`config.mk`:
```
export PLATFORM = sky130hd
export DESIGN_NAME = dvi_tmds_encoder_flat
export DESIGN_NICKNAME = d
export VERILOG_FILES = /design/src/rtl/dvi_tmds_encoder_if.sv /design/src/rtl/dvi_tmds_encoder.sv /design/src/flat_wrapper.sv
export SDC_FILE = /design/constraint.sdc
export NUM_CORES = 1
export LEC_CHECK = 0
export CORE_UTILIZATION = 26
export CTS_CLUSTER_DIAMETER = 30
export DETAILED_ROUTE_END_ITERATION = 10
export DONT_BUFFER_PORTS = 1
export HOLD_SLACK_MARGIN = 0.08
export PLACE_DENSITY = 0.5
export REMOVE_ABC_BUFFERS = 1
export SYNTH_ARGS = -nofsm -noshare
export SYNTH_HDL_FRONTEND = slang
export SYNTH_SLANG_ARGS = --single-unit
export TNS_END_PERCENT = 30
```
`constraint.sdc`:
```
create_clock -name pixel_clk -period 3.1 [get_ports pixel_clk]
set_input_delay 0.31 -clock pixel_clk [delete_from_list [all_inputs] [get_ports pixel_clk]]
set_output_delay 0.31 -clock pixel_clk [all_outputs]
set_load 0.02 [all_outputs]
```
`src/rtl/dvi_tmds_encoder_if.sv`:
```
// Pixel-side link of one TMDS lane: colour/control in, symbol out.
// master: pixel source/timing drives data, de, c0, c1 and reads tmds.
// slave: encoder reads data, de, c0, c1 and drives tmds.
interface dvi_tmds_encoder_if;
   logic [7:0] data;
   logic       de;
   logic       c0;
   logic       c1;
   logic [9:0] tmds;

   modport master (
      output data, de, c0, c1,
      input  tmds
   );

   modport slave (
      input  data, de, c0, c1,
      output tmds
   );
endinterface

```
`src/rtl/dvi_tmds_encoder.sv`:
```
// DVI TMDS 8b/10b lane encoder: transition minimisation, then DC balance.
// pixel_clk/reset: clock and async active-high reset.
// link (slave): data/de/c0/c1 in, tmds out (bit 0 sent first).
// REGISTER_INPUTS=1 adds one input register (latency 3 instead of 2).
module dvi_tmds_encoder #(
   parameter bit REGISTER_INPUTS = 1'b0
) (
   input logic              pixel_clk,
   input logic              reset,
   dvi_tmds_encoder_if.slave link
);

   localparam logic [9:0] TOK_00 = 10'h354;
   localparam logic [9:0] TOK_01 = 10'h0AB;
   localparam logic [9:0] TOK_10 = 10'h154;
   localparam logic [9:0] TOK_11 = 10'h2AB;

   function automatic logic [3:0] ones8(
      input logic [7:0] v
   );
      logic [3:0] n;
      n = 4'd0;
      for (int i = 0; i < 8; i++)
         n = n + {3'b000, v[i]};
      return n;
   endfunction

   // optional input register
   logic [7:0] in_data;
   logic       in_de;
   logic       in_c0;
   logic       in_c1;

   if (REGISTER_INPUTS) begin : g_inreg
      always_ff @(posedge pixel_clk or posedge reset) begin
         if (reset) begin
            in_data <= 8'h00;
            in_de   <= 1'b0;
            in_c0   <= 1'b0;
            in_c1   <= 1'b0;
         end else begin
            in_data <= link.data;
            in_de   <= link.de;
            in_c0   <= link.c0;
            in_c1   <= link.c1;
         end
      end
   end else begin : g_noreg
      assign in_data = link.data;
      assign in_de   = link.de;
      assign in_c0   = link.c0;
      assign in_c1   = link.c1;
   end

   // stage 1: transition minimisation
   logic [8:0] qm_d;
   logic [3:0] n1q_d;

   always_comb begin
      logic [3:0] n1;
      logic       use_xnor;
      logic [8:0] q;
      n1 = ones8(in_data);
      use_xnor = (n1 > 4'd4) ||
                 ((n1 == 4'd4) && !in_data[0]);
      q = 9'h000;
      q[0] = in_data[0];
      for (int i = 1; i < 8; i++) begin
         if (use_xnor)
            q[i] = ~(q[i-1] ^ in_data[i]);
         else
            q[i] = q[i-1] ^ in_data[i];
      end
      q[8] = ~use_xnor;
      qm_d  = q;
      n1q_d = ones8(q[7:0]);
   end

   logic [8:0] s1_qm;
   logic [3:0] s1_n1;
   logic       s1_de;
   logic       s1_c0;
   logic       s1_c1;

   always_ff @(posedge pixel_clk or posedge reset) begin
      if (reset) begin
         s1_qm <= 9'h000;
         s1_n1 <= 4'd0;
         s1_de <= 1'b0;
         s1_c0 <= 1'b0;
         s1_c1 <= 1'b0;
      end else begin
         s1_qm <= qm_d;
         s1_n1 <= n1q_d;
         s1_de <= in_de;
         s1_c0 <= in_c0;
         s1_c1 <= in_c1;
      end
   end

   // stage 2: DC balance
   logic signed [4:0] cnt_q;
   logic signed [4:0] cnt_d;
   logic [9:0]        tmds_q;
   logic [9:0]        tmds_d;

   always_comb begin
      logic signed [4:0] diff;
      logic signed [4:0] two_qm;
      logic signed [4:0] two_nqm;
      logic              case_a;
      logic              case_b;
      logic              qm8;
      qm8 = s1_qm[8];
      // diff = n1q - n0q = 2*n1q - 8
      diff = $signed({s1_n1, 1'b0} - 5'd8);
      two_qm  = $signed({3'b000, qm8, 1'b0});
      two_nqm = $signed({3'b000, ~qm8, 1'b0});
      case_a = (cnt_q == 5'sd0) ||
               (diff == 5'sd0);
      case_b = ((cnt_q > 5'sd0) && (diff > 5'sd0)) ||
               ((cnt_q < 5'sd0) && (diff < 5'sd0));
      tmds_d = TOK_00;
      cnt_d  = 5'sd0;
      if (!s1_de) begin
         unique case ({s1_c1, s1_c0})
            2'b00: tmds_d = TOK_00;
            2'b01: tmds_d = TOK_01;
            2'b10: tmds_d = TOK_10;
            2'b11: tmds_d = TOK_11;
            default: tmds_d = TOK_00;
         endcase
      end else begin
         unique case (1'b1)
            case_a: begin
               if (qm8) begin
                  tmds_d = {2'b01, s1_qm[7:0]};
                  cnt_d  = cnt_q + diff;
               end else begin
                  tmds_d = {2'b10, ~s1_qm[7:0]};
                  cnt_d  = cnt_q - diff;
               end
            end
            case_b: begin
               tmds_d = {1'b1, qm8, ~s1_qm[7:0]};
               cnt_d  = cnt_q + two_qm - diff;
            end
            default: begin
               tmds_d = {1'b0, qm8, s1_qm[7:0]};
               cnt_d  = cnt_q + diff - two_nqm;
            end
         endcase
      end
   end

   always_ff @(posedge pixel_clk or posedge reset) begin
      if (reset) begin
         tmds_q <= TOK_00;
         cnt_q  <= 5'sd0;
      end else begin
         tmds_q <= tmds_d;
         cnt_q  <= cnt_d;
      end
   end

   assign link.tmds = tmds_q;

endmodule

```
`src/flat_wrapper.sv`:
```
// flat-port wrapper written by rule: the top's interface ports become plain ports
module dvi_tmds_encoder_flat 
#(
   parameter bit REGISTER_INPUTS = 1'b0
)
  (pixel_clk, reset, link_data, link_de, link_c0, link_c1, link_tmds);
  dvi_tmds_encoder_if link_i ();
  input logic pixel_clk;
  input logic reset;
  input wire logic [$bits(link_i.data)-1:0] link_data;
  input wire logic [$bits(link_i.de)-1:0] link_de;
  input wire logic [$bits(link_i.c0)-1:0] link_c0;
  input wire logic [$bits(link_i.c1)-1:0] link_c1;
  output wire logic [$bits(link_i.tmds)-1:0] link_tmds;
  assign link_i.data = link_data;
  assign link_i.de = link_de;
  assign link_i.c0 = link_c0;
  assign link_i.c1 = link_c1;
  assign link_tmds = link_i.tmds;
  dvi_tmds_encoder #(.REGISTER_INPUTS(REGISTER_INPUTS)) u_core (.pixel_clk(pixel_clk), .reset(reset), .link(link_i));
endmodule
```
==> flow_metrics.env, run 1 <==
export IMPL_htree_num_levels=2
export IMPL_asyncSetResetFlopFracSynth=1.00
export IMPL_finalWorstSetupSlack_ns=-1.85
export IMPL_post_route_min_period_ns=4.95
export IMPL_first_pass_grt_wire_length_um=6690
export IMPL_numPortBuffers=0
export IMPL_post_syn_area_um2=2100
export IMPL_routed_wire_length_per_instance_um=12.0
export IMPL_grt_max_degree=28
export IMPL_start_util=0.271
export IMPL_cp_buffers_inverters=3
export IMPL_final_hold_violation_count=0
export IMPL_dieHeight_um=91.9
export IMPL_final_layout_size_suffix_gt1_frac=0.232
export IMPL_diode_insertion_count_for_antenna_repair=0
export IMPL_finish_utilization=0.332
export IMPL_holdCritPathClass="input pin to async pin"
export IMPL_report_final_slew_viol_count=0
export IMPL_critical_path_top_cell_by_count="sky130_fd_sc_hd__fa_1"
export IMPL_grt_pass1_vias=1455
export IMPL_achievable_frequency_mhz=202
export IMPL_clk_pin_slew_worst_paths_ns=0.06
export IMPL_number_of_buffers_added_by_the_clock_tree_synthesis_step=5
export IMPL_ys_types=36
export IMPL_ys_dominant_reg_cell="sky130_fd_sc_hd__dfrtp_1"
export IMPL_worstSkewPairLatency_ns=0.28
export IMPL_layout_worst_path_cycle_share=1.60
export IMPL_final_common_cell="sky130_fd_sc_hd__inv_1"
export IMPL_max_vdd_ir_drop_uv=254
export IMPL_yosysWarningCount=0
export IMPL_register_area_um2=782
export IMPL_detail_route_iter0_violations=71
export IMPL_yosys_register_bits=31
export IMPL_globalRouteTotalUtil=0.100
export IMPL_final_fill_count=799
export IMPL_relative_slew_slack=0.337
export IMPL_cts_sink_count=31
export IMPL_worstSetupStartpointType="input pin"
export IMPL_setup_worst_path_class="input pin to flop"
export IMPL_ios=23
export IMPL_max_stage_delay_ns=0.49
export IMPL_leakagePower_nw=1.21
export IMPL_flow_area_growth_from_synthesis_pct=22.9
export IMPL_critPathArrivalTime_ns=5.12
export IMPL_cell_type_of_the_slowest_stage_on_the_worst_timing_path="sky130_fd_sc_hd__fa_1"
export IMPL_layout_cells_most_common_list="sky130_fd_sc_hd__inv_1 (30), sky130_fd_sc_hd__dfrtp_1 (26), sky130_fd_sc_hd__ha_1 (22)"
export IMPL_die_width_um=91.9
export IMPL_detailedPlacementHpwl_um=3180
export IMPL_worst_endpoint_required_ns=3.26
export IMPL_finalClockSkew_ns=0.00602
export IMPL_status="complete, but fails checks"
export IMPL_first_pass_detailed_route_iteration_total=4
export IMPL_grt_setup_unrepaired="true"
export IMPL_max_capacitance_violation_count=0
export IMPL_power_total_mw=2.93
export IMPL_area_used_by_multi_input_combinational_logic_um2=1240
export IMPL_routed_wl_um=3910
export IMPL_synthCells=195
export IMPL_number_of_antenna_violations_at_the_first_check_in_global_routing=0
export IMPL_core_area_um2=7770
export IMPL_clockRootBuffer="sky130_fd_sc_hd__clkbuf_8"
export IMPL_worst_path_fanout_max=2
export IMPL_place_congestion=0.749
export IMPL_critical_path_cell_chain="ha_4 > inv_2 > fa_1 > fa_1 > inv_1 > fa_2 > fa_1 > nor3b_2 > o21ai_1 > a21oi_2 > xnor2_2 > ha_1 > inv_2 > fa_1 > fa_1 > fa_2 > fa_1 > xnor2_1"
export IMPL_timing_critical_path_to_type="flop"
export IMPL_grt_ovfl_total=0
export IMPL_report_final_setup_viol=7
export IMPL_cellPowerDensity_nw_per_um2=1140
export IMPL_num_rows=32
export IMPL_post_syn_area_per_cell_um2=10.8
export IMPL_route_detailed_drc=0
export IMPL_timing_worst_slew_pin_value_ns=0.994
export IMPL_floorplan_die_area_um2=8450
export IMPL_crit_family="adder cells"
export IMPL_ant_nets=0
export IMPL_via_per_inst=4.21
export IMPL_design_final_nets=272
export IMPL_synth_seq_area_share=0.372
export IMPL_cts_tree="built"
export IMPL_failing_checks="setup timing"
export IMPL_vias=1372
export IMPL_count_of_flip_flops_with_a_built_in_enable_after_synthesis=0
export IMPL_cts_root_to_sink_buffers=2
layer usage:
metal	share of wire	wire, um	GRT usage
met5	0	0	0
met4	0.0043	17	0.0313
met3	0.031	121	0.0224
met2	0.48	1870	0.169
met1	0.49	1910	0.127
kinds of logic (layout without fill, tap and decap cells):
logic type / after synthesis / after routing / synth area share
AO/OA/AOI/OAI: 34 / 34 / 0.119
buffers and inverters: 36 / 65 / 0.0643
multiplexers: 2 / 2 / 0.00952
XOR/XNOR: 19 / 19 / 0.0827
flip-flops: 31 / 31 / 0.372
AND/OR/NAND/NOR: 37 / 37 / 0.0917
adder cells (fa/ha/maj): 36 / 36 / 0.261
synthesized netlist by cell type, types with 4 or more instances:
master | number | area (um2)
sky130_fd_sc_hd__o21a_1 | 4 | 30.0
sky130_fd_sc_hd__nor3_1 | 4 | 20.0
sky130_fd_sc_hd__a21oi_1 | 8 | 40.0
sky130_fd_sc_hd__o221ai_1 | 7 | 61.3
sky130_fd_sc_hd__o21ai_0 | 4 | 20.0
sky130_fd_sc_hd__ha_1 | 23 | 288
sky130_fd_sc_hd__fa_1 | 13 | 260
sky130_fd_sc_hd__dfstp_2 | 5 | 131
sky130_fd_sc_hd__nand2_1 | 12 | 45.0
sky130_fd_sc_hd__xnor2_1 | 11 | 96.3
sky130_fd_sc_hd__dfrtp_1 | 26 | 651
sky130_fd_sc_hd__xor2_1 | 7 | 61.3
sky130_fd_sc_hd__inv_1 | 33 | 124
sky130_fd_sc_hd__nor2_1 | 8 | 30.0
state kept, by name (all words and copies together), names as in the netlist:
signal and count:
u_core.s1_de 1, u_core.cnt_q 5, u_core.s1_n1 4, u_core.s1_c1 1, u_core.s1_c0 1, u_core.s1_qm 9, u_core.link.tmds 10
final timing paths:
kind / from / to / slack [ns] / depth (start not counted)
setup / recovery: link_data[1] / u_core.s1_n1[2] / -1.85 / 18
setup reg to reg: u_core.s1_n1[2] / u_core.link.tmds[6] / 0.82 / 5
min in group pixel_clk: link_data[7] / u_core.s1_qm[7] / 0.33 / 3
max in group asynchronous: reset / u_core.link.tmds[9] / 2.21 / 2
hold / removal: reset / u_core.s1_n1[3] / 0.15 / 1
hold reg to reg: u_core.s1_qm[6] / u_core.link.tmds[6] / 0.45 / 1
layout make-up:
type                       instances  share of cell area
multi-input combinational        128               0.480
sequential                        31               0.303
timing repair buffer              23              0.0751
inverter                          34              0.0494
tap                              102              0.0494
clock buffer                       5              0.0266
clock inverter                     3              0.0170
timing repair:
action                                  in CTS  in global routing
setup buffers                                2                  2
endpoints found under the setup margin       8                  8
pin swaps                                    3                  3
gates resized for setup                     11                  5
hold buffers                                 4                  0
endpoints found under the hold margin        4                  0
power by group:
group	leakage [nW]	switching (mW)	total, mW	internal, mW
combinational	0.781	0.923	1.76	0.840
clock	0.0581	0.148	0.387	0.239
sequential	0.369	0.191	0.782	0.591
total	1.21	1.26	2.93	1.67
per-stage QoR:
step	hold slack (ns)	setup WS, ns	area, um2	instances	TNS [ns]
6_report	0.153	-1.85	2580	326	-7.45
5_1_grt	0.262	-2.04	2580	326	-8.66
4_1_cts	0.204	-1.84	2550	324	-6.95
3_5_place_dp	0.341	-2.43	2330	310	-11.25
3_3_place_gp	0.341	-2.30	2330	310	-10.28
2_1_floorplan	0.341	-2.46	2090	193	-10.88
(Power assumes the default switching activity.)
==> inputs of run 2 (changes only) <==
--- a/config.mk
+++ b/config.mk
@@ -5,12 +5,13 @@
 export SDC_FILE = /design/constraint.sdc
 export NUM_CORES = 1
 export LEC_CHECK = 0
+export CORE_MARGIN = 2
 export CORE_UTILIZATION = 26
 export CTS_CLUSTER_DIAMETER = 30
 export DETAILED_ROUTE_END_ITERATION = 10
 export DONT_BUFFER_PORTS = 1
 export HOLD_SLACK_MARGIN = 0.08
-export PLACE_DENSITY = 0.5
+export PLACE_DENSITY = 0.48
 export REMOVE_ABC_BUFFERS = 1
 export SYNTH_ARGS = -nofsm -noshare
 export SYNTH_HDL_FRONTEND = slang
==> run 2 against run 1 <==
  * The run still ends with setup timing left
  * Total power increased by 2.2%
  * Die area grew 4.4%
  * Fmax shrank 0.31%
  * Flip-flop and latch count unchanged
  * Worst setup slack worse by 0.015 ns
  * Clock power is 3% higher
  * Critical path depth did not move
  * Critical path type unchanged
  * Critical endpoint unchanged
  * Largest cell class unchanged
==> flow_metrics.env, run 2 (synthesis results as in run 1) <==
export IMPL_first_pass_grt_wire_length_um=6990
export IMPL_timing_critical_path_to_type="flop"
export IMPL_htree_num_levels=2
export IMPL_area_used_by_multi_input_combinational_logic_um2=1240
export IMPL_leakagePower_nw=1.24
export IMPL_largest_register_ffs=10
export IMPL_max_capacitance_violation_count=0
export IMPL_diode_insertion_count_for_antenna_repair=0
export IMPL_grt_max_degree=31
export IMPL_cellPowerDensity_nw_per_um2=1140
export IMPL_via_per_inst=4.26
export IMPL_final_layout_size_suffix_gt1_frac=0.249
export IMPL_worstSetupStartpointType="input pin"
export IMPL_place_worst_setup_slack_ns=-2.43
export IMPL_relative_slew_slack=0.271
export IMPL_worstSkewPairLatency_ns=0.29
export IMPL_max_vdd_ir_drop_uv=272
export IMPL_number_of_antenna_violations_at_the_first_check_in_global_routing=0
export IMPL_routed_wire_length_per_instance_um=12.3
export IMPL_cts_tree="built"
export IMPL_die_width_um=93.9
export IMPL_grt_ovfl_total=0
export IMPL_detail_route_iter0_violations=77
export IMPL_layout_cells_most_common_list="sky130_fd_sc_hd__inv_1 (30), sky130_fd_sc_hd__dfrtp_1 (26), sky130_fd_sc_hd__ha_1 (22)"
export IMPL_number_of_buffers_added_by_the_clock_tree_synthesis_step=5
export IMPL_achievable_frequency_mhz=201
export IMPL_dieHeight_um=93.9
export IMPL_place_congestion=0.772
export IMPL_post_route_min_period_ns=4.97
export IMPL_cts_sink_count=31
export IMPL_status="complete, but fails checks"
export IMPL_clk_pin_slew_worst_paths_ns=0.07
export IMPL_worst_endpoint_required_ns=3.27
export IMPL_holdCritPathClass="input pin to async pin"
export IMPL_vias=1409
export IMPL_clockRootBuffer="sky130_fd_sc_hd__clkbuf_8"
export IMPL_finalWorstSetupSlack_ns=-1.87
export IMPL_register_area_um2=782
export IMPL_cts_root_to_sink_buffers=2
export IMPL_design_final_nets=277
export IMPL_final_common_cell="sky130_fd_sc_hd__inv_1"
export IMPL_grt_setup_unrepaired="true"
export IMPL_core_area_um2=7770
export IMPL_report_final_setup_viol=8
export IMPL_setup_worst_path_class="input pin to flop"
export IMPL_routed_wl_um=4070
export IMPL_failing_checks="setup timing"
export IMPL_flow_area_growth_from_synthesis_pct=25.2
export IMPL_globalRouteTotalUtil=0.102
export IMPL_floorplan_die_area_um2=8820
export IMPL_num_rows=32
export IMPL_critPathArrivalTime_ns=5.14
export IMPL_layout_worst_path_cycle_share=1.60
export IMPL_first_pass_detailed_route_iteration_total=4
export IMPL_numPortBuffers=0
export IMPL_ant_nets=0
export IMPL_finalClockSkew_ns=0.0114
export IMPL_start_util=0.271
export IMPL_hold_ws_ns=0.181
export IMPL_report_final_slew_viol_count=0
export IMPL_worst_path_fanout_max=2
export IMPL_final_hold_violation_count=0
export IMPL_final_fill_count=801
export IMPL_route_detailed_drc=0
export IMPL_ios=23
export IMPL_detailedPlacementHpwl_um=3150
export IMPL_timing_worst_slew_pin_value_ns=1.09
export IMPL_grt_pass1_vias=1504
## run 2: cell count changes in the layout (fill, tap and decap cells not counted)
cell	change
sky130_fd_sc_hd__buf_8	+1
sky130_fd_sc_hd__buf_6	+1
sky130_fd_sc_hd__buf_4	+3
## run 2: critical path, cell delays in order
cell                      delay (ns)
sky130_fd_sc_hd__ha_4           0.25
sky130_fd_sc_hd__inv_2          0.03
sky130_fd_sc_hd__fa_1           0.45
sky130_fd_sc_hd__fa_1           0.50
sky130_fd_sc_hd__inv_2          0.04
sky130_fd_sc_hd__fa_2           0.35
sky130_fd_sc_hd__fa_1           0.46
sky130_fd_sc_hd__nor3b_2        0.23
sky130_fd_sc_hd__o21ai_1        0.11
sky130_fd_sc_hd__a21oi_2        0.16
sky130_fd_sc_hd__xnor2_1        0.15
sky130_fd_sc_hd__ha_1           0.26
sky130_fd_sc_hd__inv_1          0.07
sky130_fd_sc_hd__fa_1           0.42
sky130_fd_sc_hd__fa_1           0.46
sky130_fd_sc_hd__fa_2           0.36
sky130_fd_sc_hd__fa_1           0.39
sky130_fd_sc_hd__xnor2_1        0.13
## run 2: report_power, final
part | switching (mW) | internal [mW] | total, mW
Combinational | 0.929 | 0.886 | 1.82
Sequential | 0.194 | 0.591 | 0.785
Clock | 0.158 | 0.239 | 0.397
Total | 1.28 | 1.72 | 3.00
## run 2: area by class of cell
| class | instances | share of cell area |
|---|---|---|
| Clock buffer | 5 | 0.0262 |
| Clock inverter | 3 | 0.0166 |
| Inverter | 34 | 0.0485 |
| Multi-Input combinational cell | 128 | 0.471 |
| Sequential cell | 31 | 0.297 |
| Tap cell | 102 | 0.0485 |
| Timing Repair Buffer | 28 | 0.0922 |
## run 2: layer usage
layer,global-route usage,share of wire
met2,0.164,0.47
met3,0.0217,0.031
met4,0.0362,0.017
met1,0.135,0.49
met5,0,0
## run 2: final timing paths
path / from / end / slack, ns / depth (start not counted)
worst max-delay path: link_data[1] / u_core.s1_n1[2] / -1.87 / 18
worst min-delay path: reset / u_core.s1_qm[3] / 0.18 / 1
worst max register to register: u_core.s1_qm[8] / u_core.cnt_q[3] / 0.83 / 7
worst min register to register: u_core.s1_qm[6] / u_core.link.tmds[6] / 0.44 / 1
max in group asynchronous: reset / u_core.link.tmds[6] / 2.18 / 2
min in group pixel_clk: link_data[2] / u_core.s1_qm[2] / 0.32 / 2
## run 2: per-stage QoR
stage | instances | setup TNS [ns] | utilization | area [um2] | power [mW]
finish | 331 | -8.04 | 0.339 | 2630 | 3.00
floorplan | 193 | -10.88 | - | 2090 | 2.06
CTS | 330 | -7.61 | 0.336 | 2610 | 3.00
global placement | 311 | -10.29 | 0.302 | 2340 | 2.47
global route | 331 | -9.29 | 0.339 | 2630 | 3.29
detailed placement | 311 | -11.22 | 0.302 | 2340 | 2.48
## run 2: what timing repair did
item	CTS	global route
pin swaps	4	0
resized for setup	14	5
hold buffers	4	0
buffers inserted	7	1
setup endpoints to repair	8	9
hold endpoints to repair	4	0
==> inputs of run 3 (changes only) <==
--- a/config.mk
+++ b/config.mk
@@ -11,8 +11,8 @@
 export DETAILED_ROUTE_END_ITERATION = 10
 export DONT_BUFFER_PORTS = 1
 export HOLD_SLACK_MARGIN = 0.08
-export PLACE_DENSITY = 0.48
 export REMOVE_ABC_BUFFERS = 1
+export SKIP_LAST_GASP = 1
 export SYNTH_ARGS = -nofsm -noshare
 export SYNTH_HDL_FRONTEND = slang
 export SYNTH_SLANG_ARGS = --single-unit
==> run 3 against run 2 <==
  * The run still ends with setup timing left
  * Worst setup slack improved by 0.015 ns
  * Critical path depth did not move
  * Die area unchanged
  * Count of clock-buffer cells in the layout grew 2
  * Largest cell class unchanged
  * Largest power group unchanged
==> flow_metrics.env, run 3 (synthesis results as in run 1) <==
export IMPL_layout_worst_path_cycle_share=1.60
export IMPL_timing_worst_slew_pin_value_ns=0.998
export IMPL_first_pass_detailed_route_iteration_total=4
export IMPL_ant_nets=0
export IMPL_worst_path_fanout_max=2
export IMPL_leakagePower_nw=1.18
export IMPL_number_of_buffers_added_by_the_clock_tree_synthesis_step=5
export IMPL_globalRouteTotalUtil=0.0943
export IMPL_failing_checks="setup timing"
export IMPL_hold_ws_ns=0.151
export IMPL_finalWorstSetupSlack_ns=-1.85
export IMPL_critPathArrivalTime_ns=5.12
export IMPL_grt_ovfl_total=0
export IMPL_place_detailed_instances=310
export IMPL_detail_route_iter0_violations=74
export IMPL_critical_path_cell_chain="ha_4 > inv_2 > fa_1 > fa_1 > inv_2 > fa_2 > fa_1 > nor3b_2 > o21ai_1 > a21oi_2 > xnor2_1 > ha_1 > inv_1 > fa_1 > fa_1 > fa_2 > fa_1 > xnor2_1"
export IMPL_final_hold_violation_count=0
export IMPL_max_vdd_ir_drop_uv=241
export IMPL_grt_max_degree=29
export IMPL_cell_type_of_the_slowest_stage_on_the_worst_timing_path="sky130_fd_sc_hd__fa_1"
export IMPL_worst_endpoint_required_ns=3.27
export IMPL_critical_path_top_cell_by_count="sky130_fd_sc_hd__fa_1"
export IMPL_final_layout_size_suffix_gt1_frac=0.211
export IMPL_worst_r2r_startpoint="u_core.s1_n1[2]"
export IMPL_report_final_slew_viol_count=0
export IMPL_clockRootBuffer="sky130_fd_sc_hd__clkbuf_8"
export IMPL_report_final_setup_viol=7
export IMPL_final_fill_count=789
export IMPL_num_rows=32
export IMPL_floorplan_die_area_um2=8820
export IMPL_achievable_frequency_mhz=202
export IMPL_cts_sink_count=31
export IMPL_via_per_inst=4.26
export IMPL_timing_critical_path_to_type="flop"
export IMPL_clk_pin_slew_worst_paths_ns=0.06
export IMPL_setup_worst_path_class="input pin to flop"
export IMPL_finish_utilization=0.326
export IMPL_detailedPlacementHpwl_um=2980
export IMPL_holdCritPathClass="input pin to async pin"
export IMPL_die_width_um=93.9
export IMPL_cellPowerDensity_nw_per_um2=1120
export IMPL_max_capacitance_violation_count=0
export IMPL_htree_num_levels=2
export IMPL_relative_slew_slack=0.334
export IMPL_start_util=0.271
export IMPL_flow_area_growth_from_synthesis_pct=20.5
export IMPL_post_route_cell_area_um2=2530
export IMPL_numPortBuffers=0
export IMPL_final_cell_count_no_fill=325
export IMPL_largest_register_ffs=10
export IMPL_routed_wire_length_per_instance_um=11.1
export IMPL_number_of_antenna_violations_at_the_first_check_in_global_routing=0
export IMPL_route_detailed_drc=0
export IMPL_r2r_setup_slack_ns=0.81
export IMPL_grt_setup_unrepaired="true"
export IMPL_place_congestion=0.787
export IMPL_layout_cells_most_common_list="sky130_fd_sc_hd__inv_1 (31), sky130_fd_sc_hd__dfrtp_1 (26), sky130_fd_sc_hd__ha_1 (22)"
export IMPL_worst_setup_path_startpoint="link_data[1]"
export IMPL_final_common_cell="sky130_fd_sc_hd__inv_1"
export IMPL_design_final_nets=271
export IMPL_vias=1386
export IMPL_reg2regPathDepth=5
export IMPL_first_pass_grt_wire_length_um=6540
export IMPL_post_route_min_period_ns=4.95
export IMPL_routed_wl_um=3620
export IMPL_dieHeight_um=93.9
export IMPL_cts_root_to_sink_buffers=2
export IMPL_core_area_um2=7770
export IMPL_ios=23
export IMPL_status="complete, but fails checks"
export IMPL_worstSetupStartpointType="input pin"
export IMPL_r2r_end="u_core.link.tmds[6]"
export IMPL_cts_tree="built"
export IMPL_diode_insertion_count_for_antenna_repair=0
export IMPL_max_stage_delay_ns=0.50
export IMPL_setup_worst_path_end="u_core.s1_n1[2]"
export IMPL_grt_pass1_vias=1465
export IMPL_dpl_cell_area_um2=2330
export IMPL_finalClockSkew_ns=0.00677
export IMPL_worstSkewPairLatency_ns=0.28
-- run 3: critical path, delay by kind of cell --
| kind | cells | cell delay (ns) |
|---|---|---|
| AND/OR/NAND/NOR | 1 | 0.22 |
| AO/OA/AOI/OAI | 2 | 0.26 |
| buffers and inverters | 3 | 0.14 |
| XOR/XNOR | 2 | 0.29 |
| adder cells (fa/ha/maj) | 10 | 3.88 |
-- run 3: area by class of cell --
class	instances	area, um2	share of cell area
clock buffer	7	96.3	0.0380
clock inverter	1	7.51	0.00296
inverter	34	128	0.0504
multi-input combinational	128	1220	0.480
sequential	31	782	0.309
tap	102	128	0.0504
timing repair buffer	22	175	0.0692
-- run 3: layer usage --
layer | vias up | routed length [um] | GRT usage
li1 | 704 | - | -
met4 | 0 | 42 | 0.0326
met5 | - | 0 | 0
met2 | 20 | 1700 | 0.154
met3 | 4 | 170 | 0.0345
met1 | 658 | 1710 | 0.115
-- run 3: timing repair --
item	in CTS	in global routing
endpoints found under the setup margin	8	8
buffers inserted	1	2
hold buffers	4	0
gates resized for setup	8	1
hold endpoints to repair	4	0
pin swaps	3	0
-- run 3: worst min-delay path by stage --
stage	endpoint
floorplan	u_core.s1_c0
global placement	u_core.s1_de
detailed placement	u_core.s1_de
CTS	u_core.s1_n1[2]
global route	u_core.s1_n1[3]
finish	u_core.s1_n1[2]
-- run 3: where the power goes --
| group | leakage [nW] | internal, mW | switching [mW] |
|---|---|---|---|
| logic | 0.760 | 0.807 | 0.890 |
| clock network | 0.0505 | 0.202 | 0.142 |
| registers | 0.369 | 0.591 | 0.193 |
| total | 1.18 | 1.60 | 1.22 |
-- run 3: metrics by stage --
stage	setup TNS [ns]	total power, mW	worst slack (ns)
after floorplan	-10.88	2.06	-2.46
after global placement	-10.28	2.42	-2.30
after detailed placement	-11.09	2.45	-2.41
after CTS	-6.75	2.84	-1.83
after global routing	-8.28	3.15	-2.05
final	-6.96	2.82	-1.85
